<file path="src/rtl/ctrl.sv">
// Main instruction decoder: maps opcode (and RS for coprocessor 0) to a
// registered 14-bit control word plus an illegal-opcode flag, one cycle latency.
module ctrl (
    input  logic        clk,
    input  logic        rst,
    input  logic [5:0]  OP,
    input  logic [4:0]  RS,
    output logic [13:0] signal,
    output logic        illegal
);

    localparam int unsigned CW_W = 14;

    localparam logic [5:0] OP_RTYPE = 6'h00;
    localparam logic [5:0] OP_J     = 6'h02;
    localparam logic [5:0] OP_JAL   = 6'h03;
    localparam logic [5:0] OP_BEQ   = 6'h04;
    localparam logic [5:0] OP_BNE   = 6'h05;
    localparam logic [5:0] OP_COP0  = 6'h10;
    localparam logic [5:0] OP_LB    = 6'h20;
    localparam logic [5:0] OP_LW    = 6'h23;
    localparam logic [5:0] OP_LBU   = 6'h24;
    localparam logic [5:0] OP_SB    = 6'h28;
    localparam logic [5:0] OP_SW    = 6'h2B;

    localparam logic [4:0] RS_MFC0 = 5'h00;
    localparam logic [4:0] RS_MTC0 = 5'h04;
    localparam logic [4:0] RS_ERET = 5'h10;

    localparam logic [CW_W-1:0] CW_NOP    = 14'h0000;
    localparam logic [CW_W-1:0] CW_RTYPE  = 14'h18A0;
    localparam logic [CW_W-1:0] CW_J      = 14'h0001;
    localparam logic [CW_W-1:0] CW_JAL    = 14'h0121;
    localparam logic [CW_W-1:0] CW_BRANCH = 14'h0602;
    localparam logic [CW_W-1:0] CW_ALUIMM = 14'h0C20;
    localparam logic [CW_W-1:0] CW_LW     = 14'h0C70;
    localparam logic [CW_W-1:0] CW_SW     = 14'h0C08;
    localparam logic [CW_W-1:0] CW_LB     = 14'h2C70;
    localparam logic [CW_W-1:0] CW_SB     = 14'h2C08;
    localparam logic [CW_W-1:0] CW_MFC0   = 14'h0820;
    localparam logic [CW_W-1:0] CW_COP0   = 14'h0800;

    logic [CW_W-1:0] signal_c;
    logic            illegal_c;

    // Opcode decode; RS only matters for coprocessor 0.
    always_comb begin
        signal_c  = CW_NOP;
        illegal_c = 1'b0;
        case (OP)
            OP_RTYPE:        signal_c = CW_RTYPE;
            OP_J:            signal_c = CW_J;
            OP_JAL:          signal_c = CW_JAL;
            OP_BEQ, OP_BNE:  signal_c = CW_BRANCH;
            6'h08, 6'h09, 6'h0A, 6'h0B,
            6'h0C, 6'h0D, 6'h0E, 6'h0F:
                             signal_c = CW_ALUIMM;
            OP_LW:           signal_c = CW_LW;
            OP_SW:           signal_c = CW_SW;
            OP_LB, OP_LBU:   signal_c = CW_LB;
            OP_SB:           signal_c = CW_SB;
            OP_COP0: begin
                case (RS)
                    RS_MFC0:          signal_c = CW_MFC0;
                    RS_MTC0, RS_ERET: signal_c = CW_COP0;
                    default: begin
                        signal_c  = CW_COP0;
                        illegal_c = 1'b1;
                    end
                endcase
            end
            default: begin
                signal_c  = CW_NOP;
                illegal_c = 1'b1;
            end
        endcase
    end

    always_ff @(posedge clk) begin
        if (rst) begin
            signal  <= CW_NOP;
            illegal <= 1'b0;
        end else begin
            signal  <= signal_c;
            illegal <= illegal_c;
        end
    end

endmodule

</file>
<file path="config.mk">
export PLATFORM = sky130hd
export DESIGN_NAME = ctrl
export DESIGN_NICKNAME = d
export VERILOG_FILES = /design/src/rtl/ctrl.sv
export SDC_FILE = /design/constraint.sdc
export NUM_CORES = 1
export LEC_CHECK = 0
export BUFFER_PORTS_ARGS = -buffer_cell sky130_fd_sc_hd__buf_2
export CAP_MARGIN = 20
export CORE_MARGIN = 3
export CORE_UTILIZATION = 45
export DETAILED_ROUTE_END_ITERATION = 12
export GPL_ROUTABILITY_DRIVEN = 0
export PLACE_DENSITY = 0.76
export SKIP_LAST_GASP = 1
export SLEW_MARGIN = 0
export SYNTH_ARGS = -nofsm -noshare
export SYNTH_HDL_FRONTEND = slang
export SYNTH_SLANG_ARGS = --single-unit
</file>
<file path="constraint.sdc">
create_clock -name clk -period 2.27 [get_ports clk]
set_clock_uncertainty 0.15 [all_clocks]
set_input_delay 0.454 -clock clk [delete_from_list [all_inputs] [get_ports clk]]
set_output_delay 0.454 -clock clk [all_outputs]
set_load 0.01 [all_outputs]
</file>
Word level (Yosys, flattened, before mapping)
Index checks and enable logic that the tools add are counted.
- reductions and logical operators: 7
- eq/ne operators: 20
- muxes and demuxes: 4
- operator list (cell ; count):
    $pmux 14 s10 ; 1
    $eq 6x4->1 const B ; 8
    $eq 6x6->1 const B ; 5
    $reduce_or 18->1 ; 1
    $eq 6x2->1 const B ; 2
    $eq 6x3->1 const B ; 2
    $reduce_or 8->1 ; 1
    $eq 6x5->1 const B ; 1
    $logic_not 6->1 ; 1
    $mux 6 ; 1
    $eq 5x3->1 const B ; 1
    $eq 5x5->1 const B ; 1
    $logic_not 5->1 ; 1
    $reduce_or 2->1 ; 2
    $reduce_or 3->1 ; 1
    $pmux 1 s2 ; 1
    $mux 1 ; 1
- bits of input ports: 13
- bits in registers: 15
- logic and storage cells: 33

Longest topological paths before layout
- depth in word-level cells: 4
- depth in mapped cells: 5

Worst setup path before layout
OpenSTA, ideal clock, no wires.
- path kind: input -> register
- from: in OP[3]
- to: reg signal[3]
- arrival time: 1.502 ns
- path buffers: 1
- setup time: 0.088 ns
- path slack: 0.530 ns
- stages on the path: 5
- data required time: 2.032 ns
- path through: buf_6 -> nor4_2 -> a211oi_2 -> a211o_2 -> nor4_2
- cells in the longest elaborated chain, start to end: 3
- elaborated cells on any way between the ends: 23
- those cells by class: eq/ne (18); mux (1); reduce/logical (4)
- ends and longest elaborated chain (item ; line ; RTL):
    start: declaration ; 6 ; input logic [5:0] OP,
    $eq 6x4->1, or another cell as far along ; 50 ; case (OP)
    $reduce_or 8->1 / $reduce_or 2->1 (equally long branches) ; 50 ;
    $pmux 14 s10 (*) ; 50 ;
    end signal: assignment ; 84 ; signal <= signal_c;
    end: declaration ; 8 ; output logic [13:0] signal,
Mark *: on every way between the ends. The rest lies on a longest branch, timed or not.
A chain may end at the register's enable or synchronous reset.

Worst setup path after layout
Ends and elaborated chain as after synthesis.

==> impl_results.md <==
- Status: complete, no violations
- CP Launch Type: input port
- Count of different cell masters after synthesis: 36
- Crit path kind: in -> reg
- Cell Pwr Density: 528 nW/um2
- CP required: 2.28 ns
- Fillers: 132
- Post-synth top area share: 0.337
- IO Pins: 28
- Clock root buffer: clkbuf_4
- Final min period: 1.68 ns
- HP Class: in -> reg
- Initial antenna violation count: 0
- Port buffer count: 26
- Tcrit/Tclk final: 0.738
- Hold Path Stages: 2
- Avg WL per Cell: 11.4 um
- Crit end category: flop
- # setup viols final: 0
- Sequential Area: 220 um2
- Detailed placement HPWL: 979 um
- Leakage: 0.334 nW
- Sink Count: 11
- Tot GR Track Use: 0.130
- 1st-pass router iterations: 4
- Vias per cell: 5.17
- # H-tree levels: 1
- CTS Buffer Depth: 2
- Postcts setup bufs: 0
- Avg Cell Area, Syn: 9.07 um2
- Crit-path max FO: 11
- Worst path arrival time: 1.69 ns
- Vias in the first global route: 453
- Die extent in x: 44.1 um
- Nets: 106
- Post-Syn Area: 653 um2
- Max Transition Viols Final: 0
- First DRT Iteration DRCs: 8
- Synth Register Bits: 11
- Synth area leaders: dfxtp_1 (34%), buf_4 (5.7%), nor3_1 (5.4%), buf_6 (5.2%), nor4_2 (3.8%)
- Antenna diode count: 0
- Hold EP: signal[12]$_SDFF_PP0_
- Routed vias: 553
- Min setup slack post-route: 0.594 ns
- Place WS: 0.326 ns
- Clock-pin slew on the worst setup and hold paths: 0.06 ns
- Maximum VDD drop: 156 uV
- Clock buffer count from CTS: 3
- Pwr Total: 0.394 mW
- Ys Warns: 0
- Drt total wl: 1.22 mm
- CTS tree: built
- Initial Util: 0.490
- Share of layout cells above drive strength 1: 0.424
- Max-Cap Viols: 0
- Final Hold Vio Count: 0
- Cts hold-fix bufs: 0
- Area growth syn-to-layout: 14.4%
- Post-synth top area cell: dfxtp_1
- Register area share after synthesis: 0.337
- Die H: 44.1 um
- Post-route cell area: 747 um2
- GRT overflow: 0
- Placed instance area: 721 um2
- Hold Crit Start: rst
- Sum of negative setup slack: 0 ns
- Antenna-violating nets left: 0
- Syn Inst Count: 72
- Fmax: 0.597 GHz
- Die area: 1940 um2
- Residual DRC: 0
- Multi-input gate area: 344 um2
- Core box area: 1330 um2
- # resized after CTS: 0
- RSZ-0062 raised after global routing: no
- # rows: 13
- Largest net degree at the start of global routing: 14
- First-pass GRT wire length: 1.91 mm
- Syn nets: 85
## report_power, final
group	leakage, nW	total (mW)	internal, mW	switching (mW)
Combinational	0.230	0.0763	0.0319	0.0444
Sequential	0.0892	0.198	0.197	0.000785
Clock	0.0150	0.120	0.0675	0.0522
## area by class of cell
class | instances | share of cell area
inverters | 2 | 0.0101
multi-input cells | 49 | 0.461
flip-flops and latches | 11 | 0.295
repair buffers | 26 | 0.174
well taps | 15 | 0.0251
clock buffers | 4 | 0.0352
## flip-flops by register name (all words and copies together) (netlist names)
name,flops
signal,10
illegal,1
## worst max-delay path: stages
cell and delay [ns]:
buf_2 0.18, or2b_2 0.33, o31a_1 0.12, a211o_2 0.34, nor4_2 0.26
## metrics by stage
stage,cells,hold WS [ns],utilization
2_1_floorplan,72,0.380,-
3_3_place_gp,103,0.563,0.540
3_5_place_dp,103,0.572,0.540
4_1_cts,107,0.305,0.560
5_1_grt,107,0.306,0.560
6_report,107,0.310,0.560
## synthesized netlist by cell type, drive strengths merged
cell,count
nor3,7
a221oi,1
o21bai,1
and2,2
dfxtp,11
nand2,4
buf,10
nand3,1
nor3b,1
nand4b,1
nand3b,1
or2,1
a211oi,2
o21ba,1
o21a,2
nor2,5
and4b,1
or2b,2
o21ai,2
xor2,1
or3,1
nor4,3
inv,2
nor2b,1
a221o,1
o2bb2ai,1
nor4b,1
a21oi,2
a211o,1
o31a,1
conb,1
## metal layers
| layer | global-route usage | wire length [um] |
|---|---|---|
| met5 | 0 | 0 |
| met4 | 0.0723 | 0 |
| met3 | 0.0122 | 83 |
| met2 | 0.206 | 571 |
| met1 | 0.172 | 561 |
## cells by family after synthesis
family                    synth area share
AOI/OAI and AO/OA                    0.182
xor gates and xnor gates            0.0134
buffers and inverters                0.136
DFF                                  0.337
other                              0.00574
and+or+nand+nor                      0.326
## layout by cell type (no fill, tap or decap), drive strengths merged, types with 2 or more instances in the layout
master  synthesis  routed
a211oi          2       2
a21oi           2       2
and2            2       2
buf            10      26
clkbuf          0       4
dfxtp          11      11
inv             2       2
nand2           4       4
nor2            5       5
nor3            7       7
nor4            3       3
o21a            2       2
o21ai           2       2
or2b            2       2
## worst max path at each step
stage                      from                    to  slack (ns)
after floorplan           OP[3]  signal[3]$_SDFF_PP0_        0.53
after detailed placement  OP[3]  signal[3]$_SDFF_PP0_        0.33
after global placement    OP[3]  signal[3]$_SDFF_PP0_        0.41
after global routing      OP[3]  signal[3]$_SDFF_PP0_        0.52
after CTS                 OP[3]  signal[3]$_SDFF_PP0_        0.59
final                     OP[3]  signal[3]$_SDFF_PP0_        0.59
Note: power is estimated with default switching activity, not from simulation.
